## config.mk

```make
export PLATFORM = sky130hd
export DESIGN_NAME = fetch_ctrl
export DESIGN_NICKNAME = d
export VERILOG_FILES = /design/src/rtl/fetch_pkg.sv /design/src/rtl/fetch_fifo.sv /design/src/rtl/fetch_ctrl.sv
export SDC_FILE = /design/constraint.sdc
export NUM_CORES = 1
export LEC_CHECK = 0
export CORE_MARGIN = 1
export CORE_UTILIZATION = 45
export CTS_BUF_LIST = sky130_fd_sc_hd__clkbuf_4 sky130_fd_sc_hd__clkbuf_8
export DETAILED_ROUTE_END_ITERATION = 8
export DONT_BUFFER_PORTS = 1
export PLACE_DENSITY = 0.69
export RECOVER_POWER = 25
export SYNTH_ARGS = -nofsm -noshare
export SYNTH_HDL_FRONTEND = slang
export SYNTH_SLANG_ARGS = --single-unit
```

## constraint.sdc

```tcl
create_clock -name clk -period 6.1 [get_ports clk]
set_input_delay 0 -clock clk [delete_from_list [all_inputs] [get_ports clk]]
set_output_delay 0 -clock clk [all_outputs]
set_load 0.1 [all_outputs]
```

## src/rtl/fetch_pkg.sv

```systemverilog
// fetch_pkg: shared widths and the fetch buffer entry type.
//   XLEN        - datapath / address width
//   INSTR_BYTES - PC increment per fetched instruction
//   fetch_entry_t - one buffered fetch: byte address plus instruction word
package fetch_pkg;
  localparam int XLEN        = 32;
  localparam int INSTR_BYTES = 4;

  typedef struct packed {
    logic [XLEN-1:0] pc;
    logic [XLEN-1:0] instr;
  } fetch_entry_t;
endpackage

```

## src/rtl/fetch_fifo.sv

```systemverilog
// fetch_fifo: small synchronous FIFO of fetch_entry_t.
//   clk, rst   - clock, async active-high reset
//   push/data  - write an entry (ignored when full)
//   pop        - drop the head entry (ignored when empty)
//   flush      - synchronous clear; wins over same-cycle push/pop
//   full/empty/count - occupancy
//   head       - current head entry (don't-care when empty)
module fetch_fifo
  import fetch_pkg::*;
#(
  parameter int DEPTH = 2,
  localparam int CW   = $clog2(DEPTH + 1)
) (
  input  logic          clk,
  input  logic          rst,
  input  logic          push,
  input  fetch_entry_t  push_data,
  input  logic          pop,
  input  logic          flush,
  output logic          full,
  output logic          empty,
  output logic [CW-1:0] count,
  output fetch_entry_t  head
);
  localparam int PW = (DEPTH > 1) ? $clog2(DEPTH) : 1;

  fetch_entry_t  r_mem [DEPTH];
  logic [PW-1:0] r_wr_ptr, r_rd_ptr;
  logic [CW-1:0] r_count;
  logic          w_do_push, w_do_pop;

  assign full      = (r_count == CW'(DEPTH));
  assign empty     = (r_count == '0);
  assign count     = r_count;
  assign head      = r_mem[r_rd_ptr];
  assign w_do_push = push & ~full;
  assign w_do_pop  = pop & ~empty;

  // Pointer wrap works for non-power-of-two depths too.
  function automatic logic [PW-1:0] nxt(input logic [PW-1:0] p);
    return (p == PW'(DEPTH - 1)) ? '0 : p + PW'(1);
  endfunction

  always_ff @(posedge clk or posedge rst) begin
    if (rst) begin
      r_wr_ptr <= '0;
      r_rd_ptr <= '0;
      r_count  <= '0;
    end else if (flush) begin
      r_wr_ptr <= '0;
      r_rd_ptr <= '0;
      r_count  <= '0;
    end else begin
      if (w_do_push) r_wr_ptr <= nxt(r_wr_ptr);
      if (w_do_pop)  r_rd_ptr <= nxt(r_rd_ptr);
      case ({w_do_push, w_do_pop})
        2'b10:   r_count <= r_count + CW'(1);
        2'b01:   r_count <= r_count - CW'(1);
        default: r_count <= r_count;
      endcase
    end
  end

  // Storage needs no reset: occupancy tracking masks stale entries.
  always_ff @(posedge clk) begin
    if (w_do_push && !flush) r_mem[r_wr_ptr] <= push_data;
  end
endmodule

```

## src/rtl/fetch_ctrl.sv

```systemverilog
// fetch_ctrl: instruction-fetch sequencer.
//   clk, rst          - clock, async active-high reset
//   mem_req/mem_addr  - imem read strobe and byte address (1-cycle latency)
//   mem_rdata         - imem data, valid the cycle after mem_req
//   jump_en/jump_addr - redirect pulse and target (low 2 bits dropped)
//   out_valid/out_ready/out_instr/out_pc - buffered instruction to decode
//   fetch_pc          - next fetch address (debug)
module fetch_ctrl
  import fetch_pkg::*;
#(
  parameter logic [31:0] RESET_PC   = 32'h0000_0000,
  parameter int          FIFO_DEPTH = 2
) (
  input  logic        clk,
  input  logic        rst,
  output logic        mem_req,
  output logic [31:0] mem_addr,
  input  logic [31:0] mem_rdata,
  input  logic        jump_en,
  input  logic [31:0] jump_addr,
  output logic        out_valid,
  input  logic        out_ready,
  output logic [31:0] out_instr,
  output logic [31:0] out_pc,
  output logic [31:0] fetch_pc
);
  localparam int CW = $clog2(FIFO_DEPTH + 1);

  logic [XLEN-1:0] r_fetch_pc;
  logic            r_inflight;
  logic [XLEN-1:0] r_inflight_pc;
  logic            r_kill;

  logic            w_pop, w_push, w_full, w_empty, w_credit;
  logic [CW-1:0]   w_count;
  logic [CW:0]     w_occ;
  fetch_entry_t    w_push_entry, w_head;
  logic            w_unused_jump_lsb;

  assign w_unused_jump_lsb = ^jump_addr[1:0];

  assign w_pop = out_valid & out_ready;

  // Occupancy including the word still in flight, less the word decode is
  // taking this cycle. A pop implies count >= 1, so this never underflows.
  assign w_occ    = {1'b0, w_count} + {{CW{1'b0}}, r_inflight} - {{CW{1'b0}}, w_pop};
  assign w_credit = (w_occ < (CW+1)'(FIFO_DEPTH));

  // rst gates the combinational strobe so it drops the moment rst rises.
  assign mem_req  = ~rst & ~jump_en & w_credit;
  assign mem_addr = r_fetch_pc;
  assign fetch_pc = r_fetch_pc;

  assign w_push       = r_inflight & ~r_kill;
  assign w_push_entry = '{pc: r_inflight_pc, instr: mem_rdata};

  fetch_fifo #(.DEPTH(FIFO_DEPTH)) u_fifo (
    .clk       (clk),
    .rst       (rst),
    .push      (w_push),
    .push_data (w_push_entry),
    .pop       (w_pop),
    .flush     (jump_en),
    .full      (w_full),
    .empty     (w_empty),
    .count     (w_count),
    .head      (w_head)
  );

  assign out_valid = ~w_empty;
  assign out_instr = w_empty ? '0 : w_head.instr;
  assign out_pc    = w_empty ? '0 : w_head.pc;

  always_ff @(posedge clk or posedge rst) begin
    if (rst) begin
      r_fetch_pc    <= RESET_PC;
      r_inflight    <= 1'b0;
      r_inflight_pc <= '0;
      r_kill        <= 1'b0;
    end else if (jump_en) begin
      r_fetch_pc <= {jump_addr[31:2], 2'b00};
      r_inflight <= 1'b0;
      r_kill     <= r_inflight;
    end else begin
      r_kill <= 1'b0;
      if (mem_req) begin
        r_fetch_pc    <= r_fetch_pc + XLEN'(INSTR_BYTES);
        r_inflight    <= 1'b1;
        r_inflight_pc <= r_fetch_pc;
      end else begin
        r_inflight <= 1'b0;
      end
    end
  end

  // Credit must keep a push from ever landing on a full buffer.
  a_no_overflow: assert property (@(posedge clk) disable iff (rst)
    !(w_push && w_full && !w_pop && !jump_en));
endmodule

```

# ---- Yosys cells after proc, flatten, opt, wreduce, memory -nomap -nowiden
# Memory sizes are Yosys's and may differ from the RTL's.
# Cells that the tools add are included.
dict set report op_classes {
  n_addsub 7
  order_cmp 1
  eq_ne 3
  muxes 17
  bitwise 11
  reduce_logical 8
}
# operator n
set ops {}
lappend ops {{32-bit two-way mux} 4}
lappend ops {{32-bit by 3-bit adder with 32-bit output, second input constant} 1}
lappend ops {{1-bit two-way mux} 11}
lappend ops {{1-bit bitwise AND} 6}
lappend ops {{2-bit nonzero test} 3}
lappend ops {{1-bit inverter} 5}
lappend ops {{2-bit == test, second input constant} 2}
lappend ops {{2-bit one-hot mux with 2 select lines} 1}
lappend ops {{2-bit by 1-bit adder with 3-bit output} 1}
lappend ops {{3-bit by 2-bit less-than comparator with 1-bit output, second input constant} 1}
lappend ops {{3-bit nonzero test} 1}
lappend ops {{3-bit by 1-bit subtractor with 3-bit output} 1}
lappend ops {{1-bit adder, second input constant} 2}
lappend ops {{2-bit by 1-bit adder with 2-bit output, second input constant} 1}
lappend ops {{2-bit by 1-bit == test with 1-bit output, second input constant} 1}
lappend ops {{2-bit zero test} 1}
lappend ops {{2-bit two-way mux} 1}
lappend ops {{2-bit AND reduction} 1}
lappend ops {{2-bit by 1-bit subtractor with 2-bit output, second input constant} 1}
lappend ops {{1-bit logical AND} 1}
lappend ops {{1-bit zero test} 1}
dict set report word_totals {
  reg_bits 70
  ram_bits 128
  inputBits 68
  output_inout_bits 130
  elab_cells 55
  memories 1
}
# memory depth word_bits rd rd_clocked_by_memory_dff wr line_no
set memory_table {}
lappend memory_table {u_fifo.r_mem 2 64 1 0 1 fetch_fifo.sv:27} ;# fetch_entry_t r_mem [DEPTH];

# ---- Logic depth before layout (Yosys ltp)
dict set report depth {
  word_depth 8
  ltp_mapped 14
  ltp_nobuf 12
}

# ---- By module
# Synthesis repeated with hierarchy kept, for this count alone.
dict set report hier_totals {
  cells_unflattened 680
  area_unflattened_um2 8599.5
}
# module n_inst cells_each area_each_um2 seq_area_each_um2
set modules_own_cells {}
lappend modules_own_cells {fetch_fifo 1 226 4835.9 3943.8}
lappend modules_own_cells {fetch_ctrl 1 454 3763.6 1551.5}

# ---- Worst setup path before layout
# OpenSTA, ideal clock, no wires.
dict set report synth_path {
  path_kind {register to register}
  start {register u_fifo.r_count[1], in the netlist u_fifo.count[1]}
  end {memory u_fifo.r_mem[1][0] in the netlist's numbering (enable)}
  setup_time_ns 0.571
  arrival_time_ns 5.359
  required_ns 5.529
  slack_ns 0.170
  path_stages_with_launch 5
  path_buffers 1
  synth_period_minus_slack_ns 5.930
  path_cell_list {dfrtp_1 -> clkbuf_1 -> inv_1 -> o21ai_1 -> nor3b_1}
}
dict set report synth_via {
  elab_chain_len 6
}
# item line_no
set synth_lines {}
lappend synth_lines {{from (decl)} fetch_fifo.sv:29} ;# logic [CW-1:0] r_count;
lappend synth_lines {{from (signal assigned)} fetch_fifo.sv:57} ;# 2'b10: r_count <= r_count + CW'(1);
lappend synth_lines {{from (signal assigned)} fetch_fifo.sv:58} ;# 2'b01: r_count <= r_count - CW'(1);
lappend synth_lines {{from (signal assigned)} fetch_fifo.sv:59} ;# default: r_count <= r_count;
lappend synth_lines {{2-bit == test} fetch_fifo.sv:32} ;# assign full = (r_count == CW'(DEPTH));
lappend synth_lines {{1-bit inverter} fetch_fifo.sv:36} ;# assign w_do_push = push & ~full;
lappend synth_lines {{1-bit bitwise AND} fetch_fifo.sv:36}
lappend synth_lines {{1-bit logical AND} fetch_fifo.sv:66} ;# if (w_do_push && !flush) r_mem[r_wr_ptr] <= push_data;
lappend synth_lines {{1-bit two-way mux} fetch_fifo.sv:66}
lappend synth_lines {{1-bit two-way mux (implied by the code)} fetch_fifo.sv:66}
lappend synth_lines {{to (decl)} fetch_fifo.sv:27}
# Every way passes these cells.

# ---- Worst setup path after layout
dict set report layout_path {
  start {register u_fifo.r_count[1], in the netlist u_fifo.count[1]}
  end {output port mem_req}
}
dict set report layout_via {
  elab_chain_len 6
  word_cells_on_any_way 7
  cone_classes {2 x add/sub; 1 x order compare; 3 x bitwise; 1 x reduce/logical}
}
# item line_no
set layout_lines {}
lappend layout_lines {{2-bit zero test} fetch_fifo.sv:33} ;# assign empty = (r_count == '0);
lappend layout_lines {{1-bit inverter} fetch_ctrl.sv:70} ;# assign out_valid = ~w_empty;
lappend layout_lines {{net out_valid} fetch_ctrl.sv:21} ;# output logic out_valid,
lappend layout_lines {{1-bit bitwise AND} fetch_ctrl.sv:42} ;# assign w_pop = out_valid & out_ready;
lappend layout_lines {{3-bit by 1-bit subtractor with 3-bit output} fetch_ctrl.sv:46} ;# assign w_occ = {1'b0, w_count} + {{CW{1'b0}}, r_inflight} - {{CW{1'b0}}, w_pop};
lappend layout_lines {{3-bit by 2-bit less-than comparator with 1-bit output} fetch_ctrl.sv:47} ;# assign w_credit = (w_occ < (CW+1)'(FIFO_DEPTH));
lappend layout_lines {{1-bit bitwise AND} fetch_ctrl.sv:50} ;# assign mem_req = ~rst & ~jump_en & w_credit;
lappend layout_lines {{to (decl)} fetch_ctrl.sv:16} ;# output logic mem_req,
# The timed path passes the listed nets, and every way through them passes these cells.

==> impl.org <==
** Route
- The first detailed-routing pass ran for 7 iterations.
- Summed over all layers, the routed wires come to 18700 µm.
- Post-detailed-route wirelength per cell :: 19.5 µm
- After detailed routing, the number of vias per cell comes to 5.62.
- Count of vias placed by the detailed router :: 5370
- The first routing iteration left 378 violations.
- The count of nets left with antenna violations once routing finished came out at 0.
- After detailed routing, the number of remaining DRC violations is 34.

** Min path
- HP Class :: input port to flop

** Floorplanning
- Die Area :: 19100 µm²
- 198 I/O pins were placed.
- The die is 138 µm tall.
- Core footprint :: 18100 µm²
- Row count :: 49
- For this configuration, the core starts out at a cell density of 0.462.
- Die Span X :: 138 µm

** GRT
- Wire length of the first global-routing pass :: 29700 µm
- For this run, the total global-route usage over all layers was measured as 0.202.
- Pin count of the biggest net entering global routing :: 64
- Leftover overflow at the end of global routing :: 0
- Via count of the first global-routing pass :: 5419
- Antenna violations before repair :: 0

** Power
- Worst vdd rail ir drop :: 0.231 mV
- Total power for the finished layout comes to 4.30 mW.
- Power spread over the standard cell area amounts to 449 nW/µm².
- Static Leak :: 3.39 nW

** Placement
- Cell Count Post-Placement :: 856
- After legalization and detailed placement, the total HPWL measured 12000 µm.
- Port Buffers :: 0
- The congestion estimate from routability-driven global placement came to 0.835.
- Post-place setup slack :: 1.81 ns
- In this run the cell area measured after placement is 8530 µm².

** Synthesis
- For this run, the leading register cell type out of synthesis is sky130_fd_sc_hd__edfxtp_1.
- For this run, the register share of the synthesized area comes to 0.643.
- Cell with the most instances after synthesis :: sky130_fd_sc_hd__edfxtp_1
- Fraction of synthesized cell area taken by the top area cell type :: 0.445
- Number of flops mapped to enable cells by yosys :: 124
- Counting flops with an async set or reset pin after synthesis yields a share of 0.347.
- Cells after Synth :: 684
- Synthesis inferred 190 register bits.
- Largest cells by area after synthesis :: sky130_fd_sc_hd__edfxtp_1 45%, sky130_fd_sc_hd__dfrtp_1 20%, sky130_fd_sc_hd__mux2i_1 7.4%
- After synthesis, the mean cell area works out to 12.2 µm².
- Sorting the synthesized cells by how often they occur yields 124 x sky130_fd_sc_hd__edfxtp_1, 110 x sky130_fd_sc_hd__nand2_1, 69 x sky130_fd_sc_hd__nor2_1, 66 x sky130_fd_sc_hd__dfrtp_1, 62 x sky130_fd_sc_hd__mux2i_1.
- Yosys warnings :: 0
- Synth area leader :: sky130_fd_sc_hd__edfxtp_1
- Yosys mapped the design onto 54 distinct sky130hd cell types.
- The cell area that synthesis handed to floorplanning was 8360 µm².

** Timing
- The total count of max-transition violations in the final report came to 0.
- The clock arrives with 0.0173 ns of skew.
- Transition time of the tightest slew-check pin :: 1.15 ns
- Summed over all failing endpoints, the final setup total negative slack is 0 ns.
- Fraction of the cycle the final worst path needs :: 0.770
- Setup violations remaining at the end of the flow were counted as 0.
- The final-report hold violation count came to 0.
- Post-route worst setup slack :: 1.40 ns
- Relative max-transition margin :: 0.233
- After layout, the minimum clock period comes to 4.70 ns.
- Setup repair after global routing missed its margin :: false
- Achievable frequency :: 0.213 GHz

** Finish
- Once layout is complete, the cells apart from fillers number 956.
- Summing all multi-input logic gate instances after layout gives 2710 µm².
- The finished cells cover 9590 µm².
- The filler cells instantiated in the layout total 1542.
- In the final layout, the share of cells above drive strength 1 is 0.210.
- The area growth from synthesis to layout is 14.6%.
- Final Net Count :: 785
- Sequential cell area :: 5420 µm²
- 0 antenna diodes ended up in the layout.

** Run status
- The flow ran to the end, but the final reports show violations.
- Failing checks :: design-rule violations

** Clock network
- The number of hold buffers added after CTS was 68.
- Clock tree synthesis inserted a total of 17 buffers.
- Counting every sink on the clock net gives 190.
- Count of buffers added by post-CTS timing repair for setup :: 0
- Clock root buffer master :: sky130_fd_sc_hd__clkbuf_8
- CTS tree :: done
- The H-tree was split into 4 levels.
- Clock latency on the worst-skew pair, taken at its later pin, is 0.46 ns.
- Clock-pin slew was measured on the worst setup and hold paths at 0.10 ns.
- After clock tree synthesis, the repair step resized 0 gates.
- Counting along the longest clock path gives a buffer depth of 2.

** Setup path
- Startpoint type of the worst setup path :: flop
- The worst setup path is captured at an output pin.
- For the worst setup path, the data arrival time is 4.70 ns.
- The critical path is of the flop to output pin type.
- Of all nets on the critical path, the largest fanout is 56.
- For the worst setup path, the data required time is 6.10 ns.

** Run
- Max-cap violations in this run came to 0.
## flip-flops by register name (all words and copies together) (netlist names)
register / cells
u_fifo.r_wr_ptr: 1
r_inflight_pc: 30
r_kill: 1
fetch_pc: 30
u_fifo.r_rd_ptr: 1
u_fifo.r_mem: 124
r_inflight: 1
u_fifo.count: 2
## power by group
part | leakage (nW) | switching [mW] | internal [mW]
registers | 1.92 | 0.660 | 1.62
logic | 1.28 | 1.02 | 0.254
clock network | 0.191 | 0.417 | 0.335
total | 3.39 | 2.10 | 2.20
## metal layers
layer	vias up	share of wire	global-route usage	wire, µm
met4	0	0.023	0.0834	431
met3	27	0.076	0.0513	1420
met1	2586	0.42	0.262	7930
met5	-	0	0	0
met2	248	0.48	0.325	8900
li1	2509	-	-	-
## layout make-up
| type | instances | share of cell area |
|---|---|---|
| Sequential cell | 190 | 0.565 |
| Multi-Input combinational cell | 415 | 0.283 |
| Clock inverter | 8 | 0.00600 |
| Tap cell | 229 | 0.0299 |
| Clock buffer | 24 | 0.0318 |
| Timing Repair Buffer | 78 | 0.0799 |
| Inverter | 12 | 0.00470 |
## worst paths after layout
kind	from	end	slack, ns	cells after the start
worst max-delay path	u_fifo.count[1]$_DFFE_PP0P_	mem_req	1.40	11
worst min-delay path	jump_en	fetch_pc[15]$_DFFE_PP0P_	0.11	3
worst max register to register	u_fifo.count[1]$_DFFE_PP0P_	fetch_pc[13]$_DFFE_PP0P_	1.68	12
worst min register to register	r_inflight_pc[21]$_DFFE_PP0P_	u_fifo.r_mem[0][53]$_DFFE_PP_	0.47	0
max in group asynchronous	rst	fetch_pc[28]$_DFFE_PP0P_	4.79	3
min in group asynchronous	rst	r_inflight_pc[22]$_DFFE_PP0P_	0.17	2
## per-stage QoR
step	util	hold slack (ns)
after global routing	0.530	0.103
final	0.530	0.109
after global placement	0.472	-0.109
after CTS	0.530	0.0324
after floorplan	-	0.0989
after detailed placement	0.472	-0.103
## critical path: stages (launching register included)
cell	delay (ns)
sky130_fd_sc_hd__dfrtp_1	0.57
sky130_fd_sc_hd__nor2_4	0.07
sky130_fd_sc_hd__inv_1	0.64
sky130_fd_sc_hd__nand2_1	0.23
sky130_fd_sc_hd__inv_1	0.14
sky130_fd_sc_hd__ha_1	0.23
sky130_fd_sc_hd__nand2b_1	0.15
sky130_fd_sc_hd__fa_1	0.53
sky130_fd_sc_hd__nor3b_1	0.49
sky130_fd_sc_hd__nand2_2	0.12
sky130_fd_sc_hd__buf_4	0.35
sky130_fd_sc_hd__inv_1	0.72
## cell families after synthesis
family	Yosys count	share of synthesized area
and+or+nand+nor	273	0.154
DFF	190	0.643
buffers and inverters	84	0.0564
AOI/OAI and AO/OA	65	0.0594
muxes	62	0.0742
xor gates and xnor gates	6	0.00793
adders and majority gates	3	0.00539
other	1	0.000448
## cells in the final DEF, fill, tap and decap left out, types with 3 or more instances in the layout
| master | n |
|---|---|
| sky130_fd_sc_hd__edfxtp_1 | 124 |
| sky130_fd_sc_hd__nand2_1 | 109 |
| sky130_fd_sc_hd__dlygate4sd3_1 | 67 |
| sky130_fd_sc_hd__mux2i_1 | 62 |
| sky130_fd_sc_hd__nor2_2 | 62 |
| sky130_fd_sc_hd__dfrtp_1 | 35 |
| sky130_fd_sc_hd__dfrtp_2 | 30 |
| sky130_fd_sc_hd__nand3_1 | 22 |
| sky130_fd_sc_hd__clkbuf_8 | 20 |
| sky130_fd_sc_hd__o311ai_0 | 18 |
| sky130_fd_sc_hd__nand4_1 | 15 |
| sky130_fd_sc_hd__inv_1 | 11 |
| sky130_fd_sc_hd__o211ai_1 | 11 |
| sky130_fd_sc_hd__buf_4 | 10 |
| sky130_fd_sc_hd__nor3_1 | 9 |
| sky130_fd_sc_hd__and2_1 | 8 |
| sky130_fd_sc_hd__nor2_1 | 6 |
| sky130_fd_sc_hd__o21ai_0 | 6 |
| sky130_fd_sc_hd__a22oi_1 | 6 |
| sky130_fd_sc_hd__a31oi_1 | 6 |
| sky130_fd_sc_hd__or4_1 | 6 |
| sky130_fd_sc_hd__conb_1 | 6 |
| sky130_fd_sc_hd__a21oi_1 | 4 |
| sky130_fd_sc_hd__a221o_1 | 4 |
| sky130_fd_sc_hd__and4_1 | 4 |
| sky130_fd_sc_hd__nor4_1 | 4 |
| sky130_fd_sc_hd__clkbuf_4 | 4 |
| sky130_fd_sc_hd__xnor2_1 | 3 |
| sky130_fd_sc_hd__nor3b_1 | 3 |
| sky130_fd_sc_hd__and3_1 | 3 |
| sky130_fd_sc_hd__or3_1 | 3 |
| sky130_fd_sc_hd__clkinv_2 | 3 |
Power figures use the tool's default switching activity.
